**src/rtl/multicycle_control.sv**
```systemverilog
// Moore control sequencer for the multicycle LEGv8 datapath (fetch, decode, memory, ALU, branch, trap).
// Optional macro ILLEGAL_TRAP_EN makes TRAP absorbing with illegal=1; otherwise TRAP is a one-cycle NOP.
module multicycle_control #(
    parameter int OPCODE_W = 11,
    parameter int STATE_W  = 4
) (
    input  logic                clk,
    input  logic                reset_n,
    input  logic [OPCODE_W-1:0] opcode,
    input  logic                zero,
    input  logic                mem_ready,
    output logic [3:0]          alu_control,
    output logic                alu_src_a,
    output logic [1:0]          alu_src_b,
    output logic                reg2loc,
    output logic                iord,
    output logic                mem_read,
    output logic                mem_write,
    output logic                ir_write,
    output logic                reg_write,
    output logic                mem_to_reg,
    output logic                pc_source,
    output logic                pc_en,
    output logic                illegal,
    output logic [STATE_W-1:0]  state
);

    localparam logic [STATE_W-1:0] ST_FETCH    = STATE_W'(0);
    localparam logic [STATE_W-1:0] ST_DECODE   = STATE_W'(1);
    localparam logic [STATE_W-1:0] ST_MEMADR   = STATE_W'(2);
    localparam logic [STATE_W-1:0] ST_MEMREAD  = STATE_W'(3);
    localparam logic [STATE_W-1:0] ST_MEMWB    = STATE_W'(4);
    localparam logic [STATE_W-1:0] ST_MEMWRITE = STATE_W'(5);
    localparam logic [STATE_W-1:0] ST_EXECUTE  = STATE_W'(6);
    localparam logic [STATE_W-1:0] ST_ALUWB    = STATE_W'(7);
    localparam logic [STATE_W-1:0] ST_CBZ      = STATE_W'(8);
    localparam logic [STATE_W-1:0] ST_BRANCH   = STATE_W'(9);
    localparam logic [STATE_W-1:0] ST_TRAP     = STATE_W'(10);

    localparam logic [10:0] OP_LDUR = 11'b11111000010;
    localparam logic [10:0] OP_STUR = 11'b11111000000;
    localparam logic [10:0] OP_ADD  = 11'b10001011000;
    localparam logic [10:0] OP_SUB  = 11'b11001011000;
    localparam logic [10:0] OP_AND  = 11'b10001010000;
    localparam logic [10:0] OP_ORR  = 11'b10101010000;

    localparam logic [3:0] ALU_AND  = 4'b0000;
    localparam logic [3:0] ALU_OR   = 4'b0001;
    localparam logic [3:0] ALU_ADD  = 4'b0010;
    localparam logic [3:0] ALU_SUB  = 4'b0110;
    localparam logic [3:0] ALU_PASS = 4'b0111;

    logic [STATE_W-1:0] state_reg, state_next;
    logic [3:0]         alu_op_reg, alu_op_next;
    logic               is_ldur, is_stur, is_rtype, is_cbz, is_b;

    assign is_ldur  = (opcode == OP_LDUR);
    assign is_stur  = (opcode == OP_STUR);
    assign is_rtype = (opcode == OP_ADD) || (opcode == OP_SUB) ||
                      (opcode == OP_AND) || (opcode == OP_ORR);
    assign is_cbz   = (opcode[10:3] == 8'b10110100);
    assign is_b     = (opcode[10:5] == 6'b000101);

    // The R-type ALU op is captured in DECODE so later IR changes cannot alter EXECUTE.
    always_comb begin
        case (opcode)
            OP_SUB:  alu_op_next = ALU_SUB;
            OP_AND:  alu_op_next = ALU_AND;
            OP_ORR:  alu_op_next = ALU_OR;
            default: alu_op_next = ALU_ADD;
        endcase
    end

    always_ff @(posedge clk or negedge reset_n) begin
        if (!reset_n) begin
            state_reg  <= ST_FETCH;
            alu_op_reg <= ALU_ADD;
        end else begin
            state_reg <= state_next;
            if (state_reg == ST_DECODE)
                alu_op_reg <= alu_op_next;
        end
    end

    always_comb begin
        state_next = ST_FETCH;
        case (state_reg)
            ST_FETCH:    state_next = mem_ready ? ST_DECODE : ST_FETCH;
            ST_DECODE: begin
                if (is_ldur || is_stur) state_next = ST_MEMADR;
                else if (is_rtype)      state_next = ST_EXECUTE;
                else if (is_cbz)        state_next = ST_CBZ;
                else if (is_b)          state_next = ST_BRANCH;
                else                    state_next = ST_TRAP;
            end
            ST_MEMADR:   state_next = is_ldur ? ST_MEMREAD : ST_MEMWRITE;
            ST_MEMREAD:  state_next = mem_ready ? ST_MEMWB : ST_MEMREAD;
            ST_MEMWRITE: state_next = mem_ready ? ST_FETCH : ST_MEMWRITE;
            ST_EXECUTE:  state_next = ST_ALUWB;
`ifdef ILLEGAL_TRAP_EN
            ST_TRAP:     state_next = ST_TRAP;
`else
            ST_TRAP:     state_next = ST_FETCH;
`endif
            default:     state_next = ST_FETCH;
        endcase
    end

    // Outputs are decoded from state; reset overrides everything to the idle pattern.
    always_comb begin
        alu_control = 4'b0000;
        alu_src_a   = 1'b0;
        alu_src_b   = 2'b00;
        reg2loc     = 1'b0;
        iord        = 1'b0;
        mem_read    = 1'b0;
        mem_write   = 1'b0;
        ir_write    = 1'b0;
        reg_write   = 1'b0;
        mem_to_reg  = 1'b0;
        pc_source   = 1'b0;
        pc_en       = 1'b0;
        illegal     = 1'b0;
        if (!reset_n) begin
            alu_control = ALU_ADD;
        end else begin
            case (state_reg)
                ST_FETCH: begin
                    mem_read    = 1'b1;
                    alu_src_b   = 2'b01;
                    alu_control = ALU_ADD;
                    ir_write    = mem_ready;
                    pc_en       = mem_ready;
                end
                ST_DECODE: begin
                    alu_src_b   = 2'b11;
                    alu_control = ALU_ADD;
                    reg2loc     = is_stur || is_cbz;
                end
                ST_MEMADR: begin
                    alu_src_a   = 1'b1;
                    alu_src_b   = 2'b10;
                    alu_control = ALU_ADD;
                end
                ST_MEMREAD: begin
                    mem_read = 1'b1;
                    iord     = 1'b1;
                end
                ST_MEMWB: begin
                    reg_write  = 1'b1;
                    mem_to_reg = 1'b1;
                end
                ST_MEMWRITE: begin
                    mem_write = 1'b1;
                    iord      = 1'b1;
                end
                ST_EXECUTE: begin
                    alu_src_a   = 1'b1;
                    alu_control = alu_op_reg;
                end
                ST_ALUWB:    reg_write = 1'b1;
                ST_CBZ: begin
                    alu_control = ALU_PASS;
                    pc_source   = 1'b1;
                    pc_en       = zero;
                end
                ST_BRANCH: begin
                    pc_source = 1'b1;
                    pc_en     = 1'b1;
                end
`ifdef ILLEGAL_TRAP_EN
                ST_TRAP:     illegal = 1'b1;
`endif
                default: ;
            endcase
        end
    end

    assign state = state_reg;

endmodule

```
**config.mk**
```make
export PLATFORM = sky130hd
export DESIGN_NAME = multicycle_control
export DESIGN_NICKNAME = d
export VERILOG_FILES = /design/src/rtl/multicycle_control.sv
export SDC_FILE = /design/constraint.sdc
export NUM_CORES = 1
export LEC_CHECK = 0
export ABC_AREA = 0
export BUFFER_PORTS_ARGS = -buffer_cell sky130_fd_sc_hd__buf_2
export CORE_MARGIN = 2
export CORE_UTILIZATION = 35
export DETAILED_ROUTE_END_ITERATION = 12
export MAX_ROUTING_LAYER = met4
export PLACE_DENSITY_LB_ADDON = 0.08
export RECOVER_POWER = 25
export REMOVE_ABC_BUFFERS = 1
export SLEW_MARGIN = 20
export SYNTH_ARGS = -nofsm -noshare
export SYNTH_HDL_FRONTEND = slang
export SYNTH_SLANG_ARGS = --single-unit
```
**constraint.sdc**
```tcl
create_clock -name clk -period 2.01 [get_ports clk]
set_clock_uncertainty 0.2 [all_clocks]
set_input_delay 0.3015 -clock clk [delete_from_list [all_inputs] [get_ports clk]]
set_output_delay 0.3015 -clock clk [all_outputs]
set_load 0.01 [all_outputs]
```
==> results.sh, run 1 <==
export IMPL_drc=0
export IMPL_synth_ff_type="dfrtp_1"
export IMPL_yosysUniqueCellTypes=44
export IMPL_yosys_warnings=0
export IMPL_ios=36
export IMPL_grt_max_degree=13
export IMPL_fp_dieArea_um2=2340
export IMPL_coreArea_um2=1900
export IMPL_min_path_type="input pin to flop"
export IMPL_grt_usage_pct=17.2
export IMPL_place_congestion=0.728
export IMPL_async_flop_share_pct=100
export IMPL_violations="setup timing"
export IMPL_period_minus_slack_ns=2.02
export IMPL_holdPathStages=2
export IMPL_worstHoldStart="opcode[8]"
export IMPL_clkTransAtPathRegs_ns=0.05
export IMPL_insertedDiodeCount=0
export IMPL_vias=770
export IMPL_timing_max_cap_violations=0
export IMPL_wl_per_cell_um=11.8
export IMPL_drt_total_wl_um=1810
export IMPL_grt_pass1_wl_um=3230
export IMPL_ys_seq_elements=7
export IMPL_drt_pass1_iter_count=4
export IMPL_synth_edf_count=0
export IMPL_crit_path_start="opcode[3]"
export IMPL_cts_inserted_buffers=3
export IMPL_fp_dieW_um=48.4
export IMPL_antenna_found_initial=0
export IMPL_nets=143
export IMPL_synthCells=90
export IMPL_synth_seq_area_share_pct=25.6
export IMPL_port_buffers=33
export IMPL_tns_ns=-0.00752
export IMPL_finalSetupViolations=1
export IMPL_timing_hold_ws_ns=0.0939
export IMPL_critPathKind="input pin to primary output"
export IMPL_grt_pass1_vias=746
export IMPL_rsz0062_at_grt="true"
export IMPL_timing_rr_end="alu_op_reg[0]"
export IMPL_leakagePower_nw=0.451
export IMPL_dr_first_iter_drc_count=3
export IMPL_viasPerCell=5.00
export IMPL_fp_dieH_um=48.4
export IMPL_vdd_drop_max_uv=389
export IMPL_end_kind="primary output"
export IMPL_drv_slew=0
export IMPL_start_util_pct=36.2
export IMPL_synth_area_um2=689
export IMPL_grt_overflow_total=0
export IMPL_power_total_mw=1.06
export IMPL_hold_end="alu_op_reg[2]"
export IMPL_cts_tree="built"
export IMPL_status="finished, violations left"
export IMPL_cts_sinks=7
export IMPL_post_route_period_util_pct=100
export IMPL_drive_above_1_share_pct=41.7
export IMPL_h_tree_depth=1
export IMPL_pwr_density_cell_nw_per_um2=1110
export IMPL_area_growth_pct=37.9
export IMPL_num_rows=16
export IMPL_clk_latency_ns=0.25
export IMPL_ant_nets=0
export IMPL_critPathLaunchType="input pin"
export IMPL_final_core_util_pct=50.0
export IMPL_clockBufferDepth=2
export IMPL_hpwl_um=1390
export IMPL_r2r_cells=4
export IMPL_r2r_setup_slack_ns=0.28
export IMPL_hold_viol_final=0
export IMPL_fmax_ghz=0.496
export IMPL_layout_setup_ws_ns=-0.00752
export IMPL_crit_required_ns=1.51
export IMPL_worstReg2RegStart="state[1]"
export IMPL_synth_area_per_cell_um2=7.66
export IMPL_worstPathArrival_ns=1.52
export IMPL_cts_root_buffer="clkbuf_4"
export IMPL_largest_register_ffs=4
export IMPL_crit_fanout=4
## power by group
group | switching [mW] | internal [mW] | leakage [nW]
Clock | 0.0534 | 0.0758 | 0.0150
Sequential | 0.0915 | 0.200 | 0.0862
Combinational | 0.340 | 0.297 | 0.350
Total | 0.485 | 0.572 | 0.451
## synthesized netlist by cell type (2+ instances only)
cell | n | area share [%]
nor2_1 | 7 | 3.8
nor3b_1 | 3 | 3.3
inv_1 | 4 | 2.2
o21ai_0 | 4 | 2.9
a21oi_1 | 3 | 2.2
nor3_1 | 7 | 5.1
buf_4 | 2 | 2.2
buf_2 | 2 | 1.5
nand2b_1 | 4 | 3.6
clkbuf_1 | 2 | 1.1
nand3_1 | 2 | 1.5
dfrtp_1 | 6 | 22
a21o_1 | 2 | 2.2
nand2_1 | 12 | 6.5
## metal layers
| metal | global-route usage [%] | part of all wire [%] | up-vias |
|---|---|---|---|
| li1 | - | - | 395 |
| met1 | 22.2 | 47 | 345 |
| met2 | 28.5 | 46 | 28 |
| met3 | 1.85 | 5.1 | 2 |
| met4 | 5.71 | 1.2 | 0 |
| met5 | - | 0 | - |
## cell families (layout without fill, tap and decap cells)
group	Yosys count	after routing	synth area share, %
AOI/OAI and AO/OA	18	18	19.6
xor gates and xnor gates	2	2	2.54
adders and majority gates	1	1	1.45
buffers and inverters	11	47	7.62
DFF	7	7	25.6
muxes	2	2	3.09
other	1	2	0.544
and+or+nand+nor	48	48	39.6
## worst max-delay path: stages
cell,delay [ns]
buf_2,0.12
and4bb_2,0.33
nand4_1,0.15
a2bb2oi_2,0.17
nor4_2,0.27
buf_2,0.17
## metrics by stage
step,setup WS (ns),cell area [µm²],std cells
after floorplan,0.219,656,84
after global placement,0.111,885,148
after detailed placement,0.0166,885,148
after CTS,0.0164,925,153
after global routing,-0.0672,951,154
final,-0.00752,951,154
## how the worst max path moves through the flow
stage	to	slack (ns)	cells past startpoint
5_1_grt	alu_src_b[1]	-0.07	4
2_1_floorplan	pc_en	0.22	4
6_report	reg2loc	-0.008	6
4_1_cts	reg2loc	0.02	3
3_3_place_gp	reg2loc	0.11	6
3_5_place_dp	reg2loc	0.02	6
## layout by cell type, fill, tap and decap left out, types with 2 or more instances in the layout
cell type / n
a21o_1: 2
a21oi_1: 3
buf_2: 32
buf_4: 4
clkbuf_1: 3
clkbuf_4: 3
conb_1: 2
dfrtp_1: 3
dfrtp_2: 3
inv_1: 4
nand2_1: 12
nand2b_1: 3
nand2b_2: 2
nand3_1: 2
nor2_1: 7
nor3_1: 7
nor3b_1: 3
o21ai_0: 4
## final cells by class
cell class	count	area, µm²
clock buffers	4	26.3
fillers	208	951
inverters	4	15.0
multi-input cells	73	488
flip-flops and latches	7	180
well taps	27	33.8
repair buffers	39	208
## timing repair
action	4_1_cts	5_1_grt
hold buffers	1	0
setup buffers	0	1
endpoints found under the hold margin	7	0
resized for setup	2	5
endpoints found under the setup margin	2	6
pin swaps	0	3
Note: power is estimated with default switching activity, not from simulation.
==> run 2: changes to the inputs <==
Settings changed: CTS_BUF_LIST set to sky130_fd_sc_hd__clkbuf_4 sky130_fd_sc_hd__clkbuf_8, SLEW_MARGIN 20 to 0.
==> run 2 against run 1 <==
Compared with the run above: the flow still finishes with violations (setup timing); clock power grew 12%; sequential power about the same; wire length fell by 0.55%; via count unchanged; cell area is 0.39% higher.
==> results.sh, run 2 (synthesis results as in run 1) <==
export IMPL_coreArea_um2=1900
export IMPL_nets=143
export IMPL_grt_usage_pct=17.0
export IMPL_final_core_util_pct=50.2
export IMPL_clkTransAtPathRegs_ns=0.05
export IMPL_area_growth_pct=38.5
export IMPL_layout_setup_ws_ns=-0.0172
export IMPL_drv_slew=0
export IMPL_pwr_density_cell_nw_per_um2=1120
export IMPL_post_place_ws_ns=0.0166
export IMPL_grt_pass1_wl_um=3180
export IMPL_crit_path_max_incr_delay_ns=0.33
export IMPL_hpwl_um=1390
export IMPL_insertedDiodeCount=0
export IMPL_fp_dieH_um=48.4
export IMPL_place_congestion=0.728
export IMPL_crit_chain="buf_2 -> and4bb_2 -> nand4_1 -> a2bb2oi_2 -> nor4_2 -> buf_2"
export IMPL_viasPerCell=5.00
export IMPL_cts_sinks=7
export IMPL_hold_viol_final=0
export IMPL_crit_required_ns=1.51
export IMPL_violations="setup timing"
export IMPL_slowest_stage="and4bb_2"
export IMPL_critPathKind="input pin to primary output"
export IMPL_fmax_ghz=0.493
export IMPL_r2r_cells=4
export IMPL_drt_pass1_iter_count=4
export IMPL_placed_area_um2=885
export IMPL_multi_input_area_um2=488
export IMPL_drive_above_1_share_pct=42.5
export IMPL_crit_path_frequent_cell="buf_2"
export IMPL_antenna_found_initial=0
export IMPL_seq_area_um2=180
export IMPL_cts_tree="built"
export IMPL_drt_total_wl_um=1800
export IMPL_num_rows=16
export IMPL_cts_root_buffer="clkbuf_4"
export IMPL_worstPathArrival_ns=1.53
export IMPL_holdPathStages=2
export IMPL_start_util_pct=36.2
export IMPL_grt_overflow_total=0
export IMPL_ant_nets=0
export IMPL_ios=36
export IMPL_grt_pass1_vias=742
export IMPL_final_cell_mix="32 x buf_2, 12 x nand2_1, 7 x nor3_1, 7 x nor2_1"
export IMPL_wl_per_cell_um=11.7
export IMPL_layout_cells_most_common="buf_2"
export IMPL_vdd_drop_max_uv=405
export IMPL_vias=770
export IMPL_grt_max_degree=13
export IMPL_timing_max_cap_violations=0
export IMPL_h_tree_depth=1
export IMPL_rsz0062_at_grt="true"
export IMPL_crit_fanout=4
export IMPL_leakagePower_nw=0.455
export IMPL_clockBufferDepth=2
export IMPL_fillers=206
export IMPL_drc=0
export IMPL_status="finished, violations left"
export IMPL_post_route_period_util_pct=101
export IMPL_period_minus_slack_ns=2.03
export IMPL_port_buffers=33
export IMPL_cts_inserted_buffers=3
export IMPL_dr_first_iter_drc_count=6
export IMPL_min_path_type="input pin to flop"
export IMPL_fp_dieW_um=48.4
export IMPL_end_kind="primary output"
export IMPL_final_area_um2=955
export IMPL_critPathLaunchType="input pin"
export IMPL_finalSetupViolations=1
export IMPL_fp_dieArea_um2=2340
export IMPL_clk_latency_ns=0.25
export IMPL_largest_register_ffs=4
==> run 2: power by group <==
| group | switching, mW | internal [mW] | total (mW) | leakage, nW |
|---|---|---|---|---|
| registers | 0.0911 | 0.200 | 0.291 | 0.0862 |
| logic | 0.340 | 0.297 | 0.636 | 0.350 |
| clock network | 0.0542 | 0.0894 | 0.144 | 0.0184 |
| total | 0.485 | 0.586 | 1.07 | 0.455 |
==> run 2: layer usage <==
layer | track usage [%] | wire, µm | part of all wire (%) | up-vias
met4 | 5.71 | 23 | 1.3 | 0
li1 | - | - | - | 395
met3 | 1.85 | 100 | 5.5 | 2
met5 | - | 0 | 0 | -
met2 | 27.8 | 823 | 46 | 30
met1 | 22.0 | 855 | 47 | 343
==> run 2: layout make-up <==
cell class	instances	share of cell area [%]
Tap cell	27	3.54
Sequential cell	7	18.9
Timing Repair Buffer	39	21.8
Multi-Input combinational cell	73	51.1
Inverter	4	1.57
Clock buffer	4	3.15
==> run 2: worst max-delay path, delay by kind of cell <==
family                 cells  cell delay (ns)
AOI/OAI and AO/OA          1             0.17
and+or+nand+nor            3             0.76
buffers and inverters      2             0.29
==> run 2: worst paths after layout <==
path | from | endpoint | slack (ns)
max | opcode[3] | reg2loc | -0.02
min | opcode[8] | alu_op_reg[2] | 0.09
max reg2reg | state[1] | alu_op_reg[0] | 0.28
min reg2reg | alu_op_reg[1] | alu_op_reg[1] | 0.30
max in group asynchronous | reset_n | alu_op_reg[1] | 0.75
min in group asynchronous | reset_n | state[1] | 0.58
==> run 2: timing repair <==
item	CTS	global route
hold endpoints to repair	7	0
gates cloned	0	0
buffers inserted	0	1
gates resized for setup	2	5
endpoints found under the setup margin	2	6
pin swaps	0	3
hold buffers	1	0
==> run 2: metrics by stage <==
step | cells | hold WS, ns | total power, mW | TNS [ns]
after floorplan | 84 | -0.194 | 0.670 | 0
after global placement | 148 | 0.0383 | 0.912 | 0
after detailed placement | 148 | 0.0374 | 0.918 | 0
after CTS | 153 | 0.0888 | 1.07 | 0
after global routing | 154 | 0.0880 | 1.18 | -0.189
final | 154 | 0.0910 | 1.07 | -0.0172
